==> config.mk <==
export PLATFORM = sky130hd
export DESIGN_NAME = el2_ccm_bank_ctrl
export DESIGN_NICKNAME = d
export VERILOG_FILES = /design/src/rtl/el2_ccm_bank_ctrl.sv
export SDC_FILE = /design/constraint.sdc
export NUM_CORES = 1
export LEC_CHECK = 0
export BUFFER_PORTS_ARGS = -buffer_cell sky130_fd_sc_hd__buf_4
export CORE_AREA = 2 2 243 245
export CTS_CLUSTER_SIZE = 24
export DETAILED_ROUTE_END_ITERATION = 8
export DIE_AREA = 0 0 245 247
export PLACE_DENSITY = 0.4
export REMOVE_ABC_BUFFERS = 1
export SLEW_MARGIN = 20
export SYNTH_ARGS = -nofsm -noshare
export SYNTH_HDL_FRONTEND = slang
export SYNTH_SLANG_ARGS = --single-unit
==> constraint.sdc <==
create_clock -name clk -period 2.53 [get_ports clk]
set_clock_uncertainty 0.1 [all_clocks]
set_input_delay 0.3795 -clock clk [delete_from_list [all_inputs] [get_ports clk]]
set_output_delay 0.3795 -clock clk [all_outputs]
set_load 0.1 [all_outputs]
==> src/rtl/el2_ccm_bank_ctrl.sv <==
// Multi-port, multi-bank CCM front end: per-bank round-robin arbitration onto
// word-interleaved SRAM banks, fixed-latency read return and ECC fix write-back.

module el2_ccm_bank_arb #(
  parameter int NUM_PORTS = 2,
  parameter int PORT_BITS = 1
) (
  input  logic                 clk,
  input  logic                 rst,
  input  logic [NUM_PORTS-1:0] req,
  output logic [NUM_PORTS-1:0] gnt,
  output logic [PORT_BITS-1:0] win
);
  logic [PORT_BITS-1:0] ptr;
  logic [PORT_BITS-1:0] sel;
  logic                 found;

  always_comb begin
    gnt   = '0;
    win   = '0;
    sel   = '0;
    found = 1'b0;
    for (int i = 0; i < NUM_PORTS; i++) begin
      sel = PORT_BITS'((int'(ptr) + i) % NUM_PORTS);
      if (!found && req[sel]) begin
        found    = 1'b1;
        gnt[sel] = 1'b1;
        win      = sel;
      end
    end
  end

  // A lone requester never rotates priority; only real contention does.
  always_ff @(posedge clk) begin
    if (rst)
      ptr <= '0;
    else if ($countones(req) >= 2)
      ptr <= (win == PORT_BITS'(NUM_PORTS - 1)) ? '0 : win + 1'b1;
  end
endmodule

module el2_ccm_rd_pipe #(
  parameter int RD_LAT    = 1,
  parameter int BANK_BITS = 2
) (
  input  logic                 clk,
  input  logic                 rst,
  input  logic                 issue,
  input  logic [BANK_BITS-1:0] bank_in,
  output logic                 valid,
  output logic [BANK_BITS-1:0] bank_out
);
  logic [RD_LAT:1]                vld_pipe;
  logic [RD_LAT:1][BANK_BITS-1:0] bank_pipe;

  always_ff @(posedge clk) begin
    if (rst) begin
      vld_pipe  <= '0;
      bank_pipe <= '0;
    end else begin
      vld_pipe[1]  <= issue;
      bank_pipe[1] <= bank_in;
      for (int i = 2; i <= RD_LAT; i++) begin
        vld_pipe[i]  <= vld_pipe[i-1];
        bank_pipe[i] <= bank_pipe[i-1];
      end
    end
  end

  assign valid    = vld_pipe[RD_LAT];
  assign bank_out = bank_pipe[RD_LAT];
endmodule

module el2_ccm_bank_ctrl #(
  parameter int  NUM_PORTS  = 2,
  parameter int  NUM_BANKS  = 4,
  parameter int  ADDR_BITS  = 16,
  parameter int  DATA_WIDTH = 39,
  parameter int  RD_LAT     = 1,
  localparam int BANK_BITS  = $clog2(NUM_BANKS),
  localparam int ROW_BITS   = ADDR_BITS - 2 - BANK_BITS,
  localparam int PORT_BITS  = (NUM_PORTS > 1) ? $clog2(NUM_PORTS) : 1
) (
  input  logic                                  clk,
  input  logic                                  rst,
  input  logic [NUM_PORTS-1:0]                  req_valid,
  output logic [NUM_PORTS-1:0]                  req_ready,
  input  logic [NUM_PORTS-1:0]                  req_we,
  input  logic [NUM_PORTS-1:0][ADDR_BITS-1:0]   req_addr,
  input  logic [NUM_PORTS-1:0][DATA_WIDTH-1:0]  req_wdata,
  output logic [NUM_PORTS-1:0]                  rsp_valid,
  output logic [NUM_PORTS-1:0][DATA_WIDTH-1:0]  rsp_rdata,
  output logic [NUM_BANKS-1:0]                  bank_clken,
  output logic [NUM_BANKS-1:0]                  bank_wren,
  output logic [NUM_BANKS-1:0][ROW_BITS-1:0]    bank_addr,
  output logic [NUM_BANKS-1:0][DATA_WIDTH-1:0]  bank_wdata,
  input  logic [NUM_BANKS-1:0][DATA_WIDTH-1:0]  bank_dout,
  input  logic                                  fix_req,
  input  logic [ADDR_BITS-1:0]                  fix_addr,
  input  logic [DATA_WIDTH-1:0]                 fix_data,
  output logic                                  fix_busy
);
  typedef enum logic {IDLE, FIX} fix_state_e;

  fix_state_e                              state, state_nxt;
  logic [BANK_BITS-1:0]                    fix_bank_q;
  logic [ROW_BITS-1:0]                     fix_row_q;
  logic [DATA_WIDTH-1:0]                   fix_data_q;
  logic                                    active;

  logic [NUM_PORTS-1:0][BANK_BITS-1:0]     port_bank;
  logic [NUM_PORTS-1:0][ROW_BITS-1:0]      port_row;
  logic [NUM_BANKS-1:0][NUM_PORTS-1:0]     bank_req;
  logic [NUM_BANKS-1:0][NUM_PORTS-1:0]     bank_gnt;
  logic [NUM_BANKS-1:0][PORT_BITS-1:0]     bank_win;
  logic [NUM_PORTS-1:0]                    pipe_vld;
  logic [NUM_PORTS-1:0][BANK_BITS-1:0]     pipe_bank;
  logic                                    unused_fix_lsbs;

  // Ports only compete for banks while no correction write-back owns the array.
  assign active   = ~rst & (state == IDLE);
  assign fix_busy = ~rst & (state == FIX);
  assign unused_fix_lsbs = ^fix_addr[1:0];

  always_ff @(posedge clk) begin
    if (rst) begin
      state      <= IDLE;
      fix_bank_q <= '0;
      fix_row_q  <= '0;
      fix_data_q <= '0;
    end else begin
      state <= state_nxt;
      if (state == IDLE && fix_req) begin
        fix_bank_q <= fix_addr[2 +: BANK_BITS];
        fix_row_q  <= fix_addr[ADDR_BITS-1:2+BANK_BITS];
        fix_data_q <= fix_data;
      end
    end
  end

  always_comb begin
    state_nxt = state;
    case (state)
      IDLE:    if (fix_req) state_nxt = FIX;
      FIX:     state_nxt = IDLE;
      default: state_nxt = IDLE;
    endcase
  end

  for (genvar p = 0; p < NUM_PORTS; p++) begin : g_port
    logic unused_lsbs;
    assign unused_lsbs  = ^req_addr[p][1:0];
    assign port_bank[p] = req_addr[p][2 +: BANK_BITS];
    assign port_row[p]  = req_addr[p][ADDR_BITS-1:2+BANK_BITS];

    el2_ccm_rd_pipe #(
      .RD_LAT    (RD_LAT),
      .BANK_BITS (BANK_BITS)
    ) u_rd_pipe (
      .clk      (clk),
      .rst      (rst),
      .issue    (req_ready[p] & ~req_we[p]),
      .bank_in  (port_bank[p]),
      .valid    (pipe_vld[p]),
      .bank_out (pipe_bank[p])
    );

    assign rsp_valid[p] = pipe_vld[p] & ~rst;
    assign rsp_rdata[p] = rsp_valid[p] ? bank_dout[pipe_bank[p]] : '0;
  end

  for (genvar b = 0; b < NUM_BANKS; b++) begin : g_bank
    for (genvar p = 0; p < NUM_PORTS; p++) begin : g_req
      assign bank_req[b][p] = active & req_valid[p] & (port_bank[p] == BANK_BITS'(b));
    end

    el2_ccm_bank_arb #(
      .NUM_PORTS (NUM_PORTS),
      .PORT_BITS (PORT_BITS)
    ) u_arb (
      .clk (clk),
      .rst (rst),
      .req (bank_req[b]),
      .gnt (bank_gnt[b]),
      .win (bank_win[b])
    );
  end

  always_comb begin
    req_ready = '0;
    for (int b = 0; b < NUM_BANKS; b++)
      req_ready = req_ready | bank_gnt[b];
  end

  // Bank pins are driven straight from the arbiter so the SRAM sees the access in the grant cycle.
  always_comb begin
    bank_clken = '0;
    bank_wren  = '0;
    bank_addr  = '0;
    bank_wdata = '0;
    for (int b = 0; b < NUM_BANKS; b++) begin
      if (fix_busy && fix_bank_q == BANK_BITS'(b)) begin
        bank_clken[b] = 1'b1;
        bank_wren[b]  = 1'b1;
        bank_addr[b]  = fix_row_q;
        bank_wdata[b] = fix_data_q;
      end else if (|bank_gnt[b]) begin
        bank_clken[b] = 1'b1;
        bank_wren[b]  = req_we[bank_win[b]];
        bank_addr[b]  = port_row[bank_win[b]];
        bank_wdata[b] = req_wdata[bank_win[b]];
      end
    end
  end
endmodule

==> impl_metrics.yaml <==
status:
  status: "finished with violations"
  violations: "negative setup slack"
routing:
  vias: 12609
  wl_per_cell_um: 26.60
  drt_iter0_markers: 607
  via_per_inst: 4.740
  drtAntennaViolNets: 0
  drc_errors: 0
  routed_wl_um: 70760
  drt-pass1-iter-count: 5
timing:
  fmax_mhz: 329.0
  final_hold_viol_count: 0
  setup_ws_ps: -509.7
  worstMarginPinSlew_ps: 609.1
  setup_viol: 238
  rsz0062_at_grt: "yes"
  fin_crit_sh_pct: 120.1
  min_period_ps: 3040
  slew_violations: 0
  relSlewSlack_pct: 59.39
  hold_ws_ps: 135.5
placement:
  hpwl_um: 51620
  port_buffers: 616
  gp_congestion: 0.9575
yosys:
  ys_seq_area_share_pct: 14.14
  synth_area_leader_cell: "mux2i_1"
  yosysWarnings: 0
  ys_ff_latch: 64
  synth.distinct_cells: 41
  synth_cells: 1176
  ys_top_cells_by_area: "mux2i_1, mux4_2, dfxtp_1, nand2_1, o21ai_0"
  synth_commonest_cells: "nand2_1, mux2i_1, o21ai_0"
  synthArstFlopShare_pct: 0
  netlist_area_um2: 9060
  synthFlopType: "dfxtp_1"
  synth-edff-count: 0
  synth.avg_cell_area_um2: 7.704
  synth_top_cell_area_share_pct: 22.54
  yosysMostFrequentCell: "nand2_1"
critical_path:
  worstSetupStartpointType: "flip-flop"
  arrival_ps: 2560
  endpoint_kind: "output pin"
  worstPathCellList: "or4b_4 -> a211oi_4 -> buf_6 -> buf_12 -> buf_12 -> buf_8 -> mux2i_1 -> o21ai_1 -> buf_6"
  path_class: "flip-flop to output pin"
  cp_slowest_cell: "or4b_4"
  required_ps: 2050
  cpPeakStageDelay_ps: 510
  cp_max_fo: 5
clock_tree:
  holdBufCountCts: 0
  clock_path_buffers: 2
  cts_root_buf: "clkbuf_16"
  cts_sinks: 64
  cts_tree: "yes"
  htree_levels: 3
  cts.clk_slew.worst_paths_ps: 60
  insertion_delay_ps: 350
  numCtsBuffers: 9
cells_and_area:
  drive_gt1_share_pct: 56.88
  post-route-util_pct: 33.94
  area_growth_syn_to_layout_pct: 118.2
  nets: 2206
floorplan:
  initial_core_util_pct: 15.56
  fp.dieH_um: 247
  core_area_um2: 58240
  dieArea_um2: 60520
  die-width_um: 245
  fp-row-count: 89
  pin_count: 623
pwr:
  irDropWorstVdd_uv: 232.5
  power_leakage_nw: 8.137
  powerDensity_nw_per_um2: 299.0
  totalPowerFinal_mw: 5.910
global_route:
  track_usage_pct: 21.29
  antenna_found_initial: 8
  grt_pass1_vias: 12807
  globalRouteOverflowTotal: 0
  grt_pass1_wl_um: 93120
  grt_max_degree: 55
run:
  drv_cap: 0
worst_hold_path:
  hp-class: "input port to flip-flop"
==> metal layers <==
layer	share of wire (%)	GRT usage, %
met5	0.069	0
met2	50	37.89
met1	36	22.26
met4	5.7	12.39
met3	7.9	6.295
==> cell usage in the layout (no fill, tap or decap), types with 2 or more instances in the layout <==
cell type	n
buf_6	139
buf_8	10
buf_4	499
dfxtp_1	59
nor3b_2	2
nand4bb_1	2
a311oi_1	2
mux2i_4	4
o311ai_4	2
nor2b_1	80
buf_16	11
clkbuf_16	18
o21ai_2	29
a22oi_2	4
or4b_4	3
nor2_1	9
nor4_1	4
clkinv_4	3
nand2b_1	4
diode_2	4
inv_1	7
clkinv_1	2
o21ai_4	66
buf_12	134
xnor2_1	4
mux4_2	78
bufinv_16	2
nand2_1	312
o21ai_1	109
a21oi_1	53
mux2i_1	156
nand2b_2	3
dfxtp_2	4
a221o_1	2
mux2i_2	44
==> repair_timing <==
action | 4_1_cts | 5_1_grt
setup buffers | 23 | 21
pin swaps | 18 | 69
setup endpoints to repair | 257 | 290
resized for setup | 476 | 431
cloned | 5 | 11
==> critical path: cells and delay by family, from the launching register on <==
kind            cells  cell delay [ps]
mux                 1               70
buf+inv             5              780
compound gates      2              460
simple gates        1              510
flops               1              360
==> registers in the layout, indices dropped and copies added, names as in the netlist <==
name                       cells
fix_data_q                    39
fix_row_q                     12
g_bank.u_arb.ptr               4
g_port.u_rd_pipe.bank_out      4
fix_bank_q                     2
g_port.u_rd_pipe.valid         2
state                          1
==> power by group <==
group / internal, mW / switching (mW) / leakage [nW]
combinational: 1.33 / 2.00 / 7.46
clock: 0.870 / 0.576 / 0.153
sequential: 1.06 / 0.0781 / 0.528
total: 3.26 / 2.65 / 8.14
==> path summary, 6_finish.rpt <==
check,from,endpoint,slack [ps],depth (start not counted)
setup / recovery,state,bank_wdata[7],-510,9
setup reg to reg,state,g_port[0].u_rd_pipe.valid,260,8
hold reg to reg,fix_data_q[19],fix_data_q[19],410,2
hold / removal,req_we[0],g_port[0].u_rd_pipe.valid,140,2
==> logic make-up after synthesis <==
| family | Yosys count | synth area share [%] |
|---|---|---|
| buffers and inverters | 121 | 6.256 |
| XOR/XNOR | 4 | 0.3866 |
| multiplexers | 282 | 41.93 |
| AND/OR/NAND/NOR | 430 | 21.38 |
| flip-flops | 64 | 14.14 |
| AO/OA/AOI/OAI | 275 | 15.91 |
==> final cells by class <==
cell class	instances	area (um2)
Fill cell	6031	38470
Timing Repair Buffer	803	8686
Multi-Input combinational cell	991	8456
Sequential cell	64	1290
Tap cell	773	967.2
Clock buffer	10	229.0
Clock inverter	6	93.84
Inverter	9	33.78
Antenna cell	4	10.01
==> per-stage QoR <==
stage | TNS, ps | instance area, um2 | instances | worst slack (ps)
after floorplan | -1684910 | 8527 | 1064 | -11120
after global placement | -50250 | 15620 | 2587 | -679.7
after detailed placement | -53290 | 15620 | 2587 | -651.3
after CTS | -76650 | 17560 | 2630 | -503.1
after global routing | -101810 | 19770 | 2660 | -588.2
final | -79040 | 19770 | 2660 | -509.7
No activity file was read; power rests on OpenSTA's default activity.
